### config.mk
export PLATFORM = sky130hd
export DESIGN_NAME = alu_ctrl_seq_flat
export DESIGN_NICKNAME = d
export VERILOG_FILES = /design/src/rtl/alu_ctrl_seq_if.sv /design/src/rtl/alu_ctrl_seq.sv /design/src/flat_wrapper.sv
export SDC_FILE = /design/constraint.sdc
export NUM_CORES = 1
export LEC_CHECK = 0
export ABC_CLOCK_PERIOD_IN_PS = 1860
export BUFFER_PORTS_ARGS = -buffer_cell sky130_fd_sc_hd__buf_2
export CORE_MARGIN = 3
export CORE_UTILIZATION = 33
export DETAILED_ROUTE_END_ITERATION = 8
export PLACE_DENSITY = 0.86
export SKIP_LAST_GASP = 1
export SLEW_MARGIN = 20
export SYNTH_ARGS = -nofsm -noshare
export SYNTH_HDL_FRONTEND = slang
export SYNTH_SLANG_ARGS = --single-unit
### constraint.sdc
create_clock -name clk -period 1.86 [get_ports clk]
set_input_delay 0 -clock clk [delete_from_list [all_inputs] [get_ports clk]]
set_output_delay 0 -clock clk [all_outputs]
set_load 0.02 [all_outputs]
### src/rtl/alu_ctrl_seq_if.sv
// alu_ctrl_seq_if: start/ir/mem_rdy in, Datapath control words out.
// master drives the sequencer; slave is the sequencer itself.
interface alu_ctrl_seq_if;
   logic        start;
   logic [31:0] ir;
   logic        mem_rdy;
   logic [31:0] enable;
   logic [31:0] busSelect;
   logic        MD_Read;
   logic        IncPC;
   logic [3:0]  Control_Signals;
   logic        busy;
   logic        done;
   logic        illegal;

   modport master (
      output start, ir, mem_rdy,
      input  enable, busSelect, MD_Read, IncPC,
      input  Control_Signals, busy, done, illegal
   );

   modport slave (
      input  start, ir, mem_rdy,
      output enable, busSelect, MD_Read, IncPC,
      output Control_Signals, busy, done, illegal
   );
endinterface

### src/rtl/alu_ctrl_seq.sv
// alu_ctrl_seq: hardwired fetch/execute control sequencer.
// Moore FSM; outputs decode from state and the IR fields.
module alu_ctrl_seq (
   input  logic         clk,
   input  logic         clr,
   alu_ctrl_seq_if.slave bus
);

   typedef enum logic [2:0] {
      S_IDLE, S_T0, S_T1, S_T2,
      S_T3, S_T4, S_T5, S_T6
   } state_e;

   state_e state_q, state_d;

   logic [4:0] op;
   logic [3:0] ra, rb, rc;
   logic       legal, is_md, is_un;

   assign op    = bus.ir[31:27];
   assign ra    = bus.ir[26:23];
   assign rb    = bus.ir[22:19];
   assign rc    = bus.ir[18:15];
   assign legal = ~op[4];
   assign is_md = legal & (op[3:1] == 3'b110);
   assign is_un = legal & (op[3:1] == 3'b111);

   logic [31:0] en, bs;
   logic [3:0]  cs;
   logic        mdr, inc, dn, ill;

   // State register; clr drops straight back to IDLE.
   always_ff @(posedge clk or negedge clr) begin
      if (!clr) state_q <= S_IDLE;
      else      state_q <= state_d;
   end

   // Next-state sequencing, with memory wait in T1.
   always_comb begin
      state_d = state_q;
      unique case (state_q)
         S_IDLE: if (bus.start) state_d = S_T0;
         S_T0:   state_d = S_T1;
         S_T1:   if (bus.mem_rdy) state_d = S_T2;
         S_T2:   state_d = S_T3;
         S_T3:   state_d = legal ? S_T4 : S_IDLE;
         S_T4:   state_d = S_T5;
         S_T5:   state_d = is_md ? S_T6 : S_IDLE;
         S_T6:   state_d = S_IDLE;
         default: state_d = S_IDLE;
      endcase
   end

   // Control word for the current step.
   always_comb begin
      en  = '0;
      bs  = '0;
      cs  = '0;
      mdr = 1'b0;
      inc = 1'b0;
      dn  = 1'b0;
      ill = 1'b0;
      unique case (state_q)
         S_IDLE: ;
         S_T0: begin
            bs  = 32'h0010_0000;
            en  = 32'h0210_0000;
            inc = 1'b1;
         end
         S_T1: begin
            mdr = 1'b1;
            en  = 32'h0020_0000;
         end
         S_T2: begin
            bs = 32'h0020_0000;
            en = 32'h0080_0000;
         end
         S_T3: begin
            if (legal) begin
               bs = 32'd1 << rb;
               en = 32'h0800_0000;
            end else begin
               ill = 1'b1;
            end
         end
         S_T4: begin
            en = 32'h0100_0000;
            cs = op[3:0];
            bs = is_un ? (32'd1 << rb) : (32'd1 << rc);
         end
         S_T5: begin
            bs = 32'h0008_0000;
            if (is_md) begin
               en = 32'h0002_0000;
            end else begin
               en = 32'd1 << ra;
               dn = 1'b1;
            end
         end
         S_T6: begin
            bs = 32'h0004_0000;
            en = 32'h0001_0000;
            dn = 1'b1;
         end
         default: ;
      endcase
   end

   assign bus.enable          = en;
   assign bus.busSelect       = bs;
   assign bus.MD_Read         = mdr;
   assign bus.IncPC           = inc;
   assign bus.Control_Signals = cs;
   assign bus.busy            = (state_q != S_IDLE);
   assign bus.done            = dn;
   assign bus.illegal         = ill;

endmodule

### src/flat_wrapper.sv
// flat-port wrapper written by rule: the top's interface ports become plain ports
module alu_ctrl_seq_flat 
  (clk, clr, bus_start, bus_ir, bus_mem_rdy, bus_enable, bus_busSelect, bus_MD_Read, bus_IncPC, bus_Control_Signals, bus_busy, bus_done, bus_illegal);
  alu_ctrl_seq_if bus_i ();
  input  logic clk;
  input  logic clr;
  input wire logic [$bits(bus_i.start)-1:0] bus_start;
  input wire logic [$bits(bus_i.ir)-1:0] bus_ir;
  input wire logic [$bits(bus_i.mem_rdy)-1:0] bus_mem_rdy;
  output wire logic [$bits(bus_i.enable)-1:0] bus_enable;
  output wire logic [$bits(bus_i.busSelect)-1:0] bus_busSelect;
  output wire logic [$bits(bus_i.MD_Read)-1:0] bus_MD_Read;
  output wire logic [$bits(bus_i.IncPC)-1:0] bus_IncPC;
  output wire logic [$bits(bus_i.Control_Signals)-1:0] bus_Control_Signals;
  output wire logic [$bits(bus_i.busy)-1:0] bus_busy;
  output wire logic [$bits(bus_i.done)-1:0] bus_done;
  output wire logic [$bits(bus_i.illegal)-1:0] bus_illegal;
  assign bus_i.start = bus_start;
  assign bus_i.ir = bus_ir;
  assign bus_i.mem_rdy = bus_mem_rdy;
  assign bus_enable = bus_i.enable;
  assign bus_busSelect = bus_i.busSelect;
  assign bus_MD_Read = bus_i.MD_Read;
  assign bus_IncPC = bus_i.IncPC;
  assign bus_Control_Signals = bus_i.Control_Signals;
  assign bus_busy = bus_i.busy;
  assign bus_done = bus_i.done;
  assign bus_illegal = bus_i.illegal;
  alu_ctrl_seq u_core (.clk(clk), .clr(clr), .bus(bus_i));
endmodule
==> results.ini <==
[status]
outcome = completed

[pwr]
power.leakage_nw = 0.692
ir_drop_mv = 0.554
powerDensity_nw_per_um2 = 786
p_total_uw = 976

[die]
die_w_um = 58.6
rows = 18
die_y_um = 58.6
start_util_pct = 35.9
core-area_um2 = 2540
die_area_um2 = 3440
io_pins = 109

[worst_setup_path]
r2r_cells = 4
worstPathArrival_ns = 1.77
crit_type = flop to output pin
critPathRequiredTime_ns = 1.86
critPathLaunchType = flop
crit_fanout = 16
ff2ff_setup_slack_ns = 0.38
critPathLaunch = u_core.state_q[0]$_DFFE_PN0P_
r2r_start = u_core.state_q[0]$_DFFE_PN0P_
worstReg2RegEnd = u_core.state_q[2]$_DFFE_PN0P_
cp-end-kind = output pin
cp-endpoint = bus_busSelect[15]

[clock_tree]
cts_buffers = 3
cts_root_buf = clkbuf_4
cts_max_level = 1
clock_sinks = 3
clockBufferDepth = 2
path_clk_slew_ns = 0.04
cts_tree = yes
clock_latency_ns = 0.23

[min_path]
hold_class = input port to async pin

[placed_design]
port_buffers = 73
dp_hpwl_um = 2260
place_congestion = 0.869
placed_area_um2 = 1190

[route]
wl_um = 2770
drtAntennaViolNets = 0
drc = 0
vias = 1180
drt-wirelength-per-cell_um = 11.4
firstDrtPassIters = 4
drtIter0Drc = 69
viasPerCell = 4.86

[job]
maxCapViolations = 0

[global_routing]
grt_max_degree = 17
grt_overflow = 0
first_global_vias = 973
antenna_found_initial = 0
grtUsageTotal_pct = 15.2
grt_pass1_wl_um = 4220

[cells_and_area]
largest_reg_flops = 3
top_regs = u_core.state_q (3)
layout_common_cells = 73 x buf_2, 20 x conb_1, 19 x nor2_1
design_area_um2 = 1240
final_common_cell = buf_2
drive_gt1_share_pct = 41.3
regMostFlops = u_core.state_q
fill_cells = 281
syn_to_final_growth_pct = 35.9
layout.nets = 250
diodes = 0
utilization_pct = 48.8

[sta]
finClkSkew_ns = 0.00141
finalCritPeriodShare_pct = 95.1
period_minus_slack_ns = 1.77
finalSetupViolCount = 0
fmax_mhz = 565
finalSetupTns_ns = 0
maxSlewViolCount = 0
hold_viol_final = 0
rsz0062_at_grt = no

[synth]
netlist_area_um2 = 913
postSynthAreaPerCell_um2 = 6.48
syn_inst = 141
yosysUniqueCellTypes = 31
yosysWarnings = 0
ys_seq_area_share_pct = 8.22
ys_ff_latch = 3

[report_power, final]
| part | internal (mW) | leakage, nW | switching [mW] |
|---|---|---|---|
| logic | 0.262 | 0.641 | 0.460 |
| clock network | 0.0805 | 0.0150 | 0.0354 |
| registers | 0.0964 | 0.0364 | 0.0417 |
| total | 0.438 | 0.692 | 0.537 |
[logic make-up (layout without fill, tap and decap cells)]
kind of cell	after synthesis	after routing	share of synthesized area, %
other	1	20	0.411
AO/OA/AOI/OAI	22	22	16.0
AND/OR/NAND/NOR	82	82	49.3
buffers and inverters	33	86	26.0
flip-flops	3	3	8.22
[worst min path at each step]
stage               from                             to  slack, ns
floorplan            clr  u_core.state_q[0]$_DFFE_PN0P_      -0.30
global placement     clr  u_core.state_q[1]$_DFFE_PN0P_      -0.20
detailed placement   clr  u_core.state_q[1]$_DFFE_PN0P_      -0.20
CTS                  clr  u_core.state_q[0]$_DFFE_PN0P_       0.09
global route         clr  u_core.state_q[0]$_DFFE_PN0P_       0.10
finish               clr  u_core.state_q[0]$_DFFE_PN0P_        0.1
[synth_stat cells, drive strengths merged]
| library cell | n | area, um^2 |
|---|---|---|
| a211oi | 1 | 7.51 |
| a21o | 2 | 15.0 |
| a21oi | 2 | 13.8 |
| and2 | 4 | 25.0 |
| and3b | 2 | 17.5 |
| and4b | 1 | 10.0 |
| buf | 31 | 230 |
| conb | 1 | 3.75 |
| dfrtp | 3 | 75.1 |
| inv | 2 | 7.51 |
| nand2 | 18 | 67.6 |
| nand2b | 6 | 37.5 |
| nand3 | 7 | 35.0 |
| nand4 | 1 | 6.26 |
| nand4b | 5 | 43.8 |
| nand4bb | 1 | 11.3 |
| nor2 | 19 | 71.3 |
| nor2b | 4 | 25.0 |
| nor3 | 8 | 40.0 |
| nor4 | 1 | 6.26 |
| nor4b | 1 | 23.8 |
| o21ai | 1 | 5.00 |
| o22ai | 14 | 87.6 |
| o32ai | 2 | 17.5 |
| or2 | 2 | 12.5 |
| or3 | 1 | 6.26 |
| or4 | 1 | 11.3 |
[worst max-delay path, cell delays in order, from the launching register on]
cell	delay (ns)
dfrtp_1	0.41
nor4b_4	0.34
a21oi_2	0.05
buf_4	0.19
o32ai_1	0.32
buf_2	0.23
[stage by stage]
stage,setup WS [ns],instances,hold WS [ns]
after floorplan,0.140,160,-0.296
after global placement,0.288,237,-0.200
after detailed placement,0.277,237,-0.200
after CTS,0.00954,242,0.0864
after global routing,0.0125,243,0.102
final,0.0910,243,0.0955
[metal layers]
| layer | track usage, % | part of all wire [%] | up-vias |
|---|---|---|---|
| li1 | - | - | 598 |
| met1 | 19.2 | 41 | 513 |
| met2 | 26.2 | 48 | 67 |
| met3 | 3.07 | 10 | 2 |
| met4 | 3.88 | 0.69 | 0 |
| met5 | 0 | 0 | - |
[what timing repair did]
action / CTS / global route
resized for setup: 0 / 2
setup buffers: 0 / 1
hold buffers: 1 / 0
hold endpoints to repair: 3 / 0
endpoints found under the setup margin: 0 / 16
[area by class of cell]
class                   instances  area [um^2]  share of cell area (%)
multi-input cells             124          673                    54.2
repair buffers                 80          420                    33.9
flip-flops and latches          3         76.3                    6.15
well taps                      30         37.5                    3.02
clock buffers                   4         26.3                    2.12
inverters                       2         7.51                   0.605
Note: power is estimated with default switching activity, not from simulation.
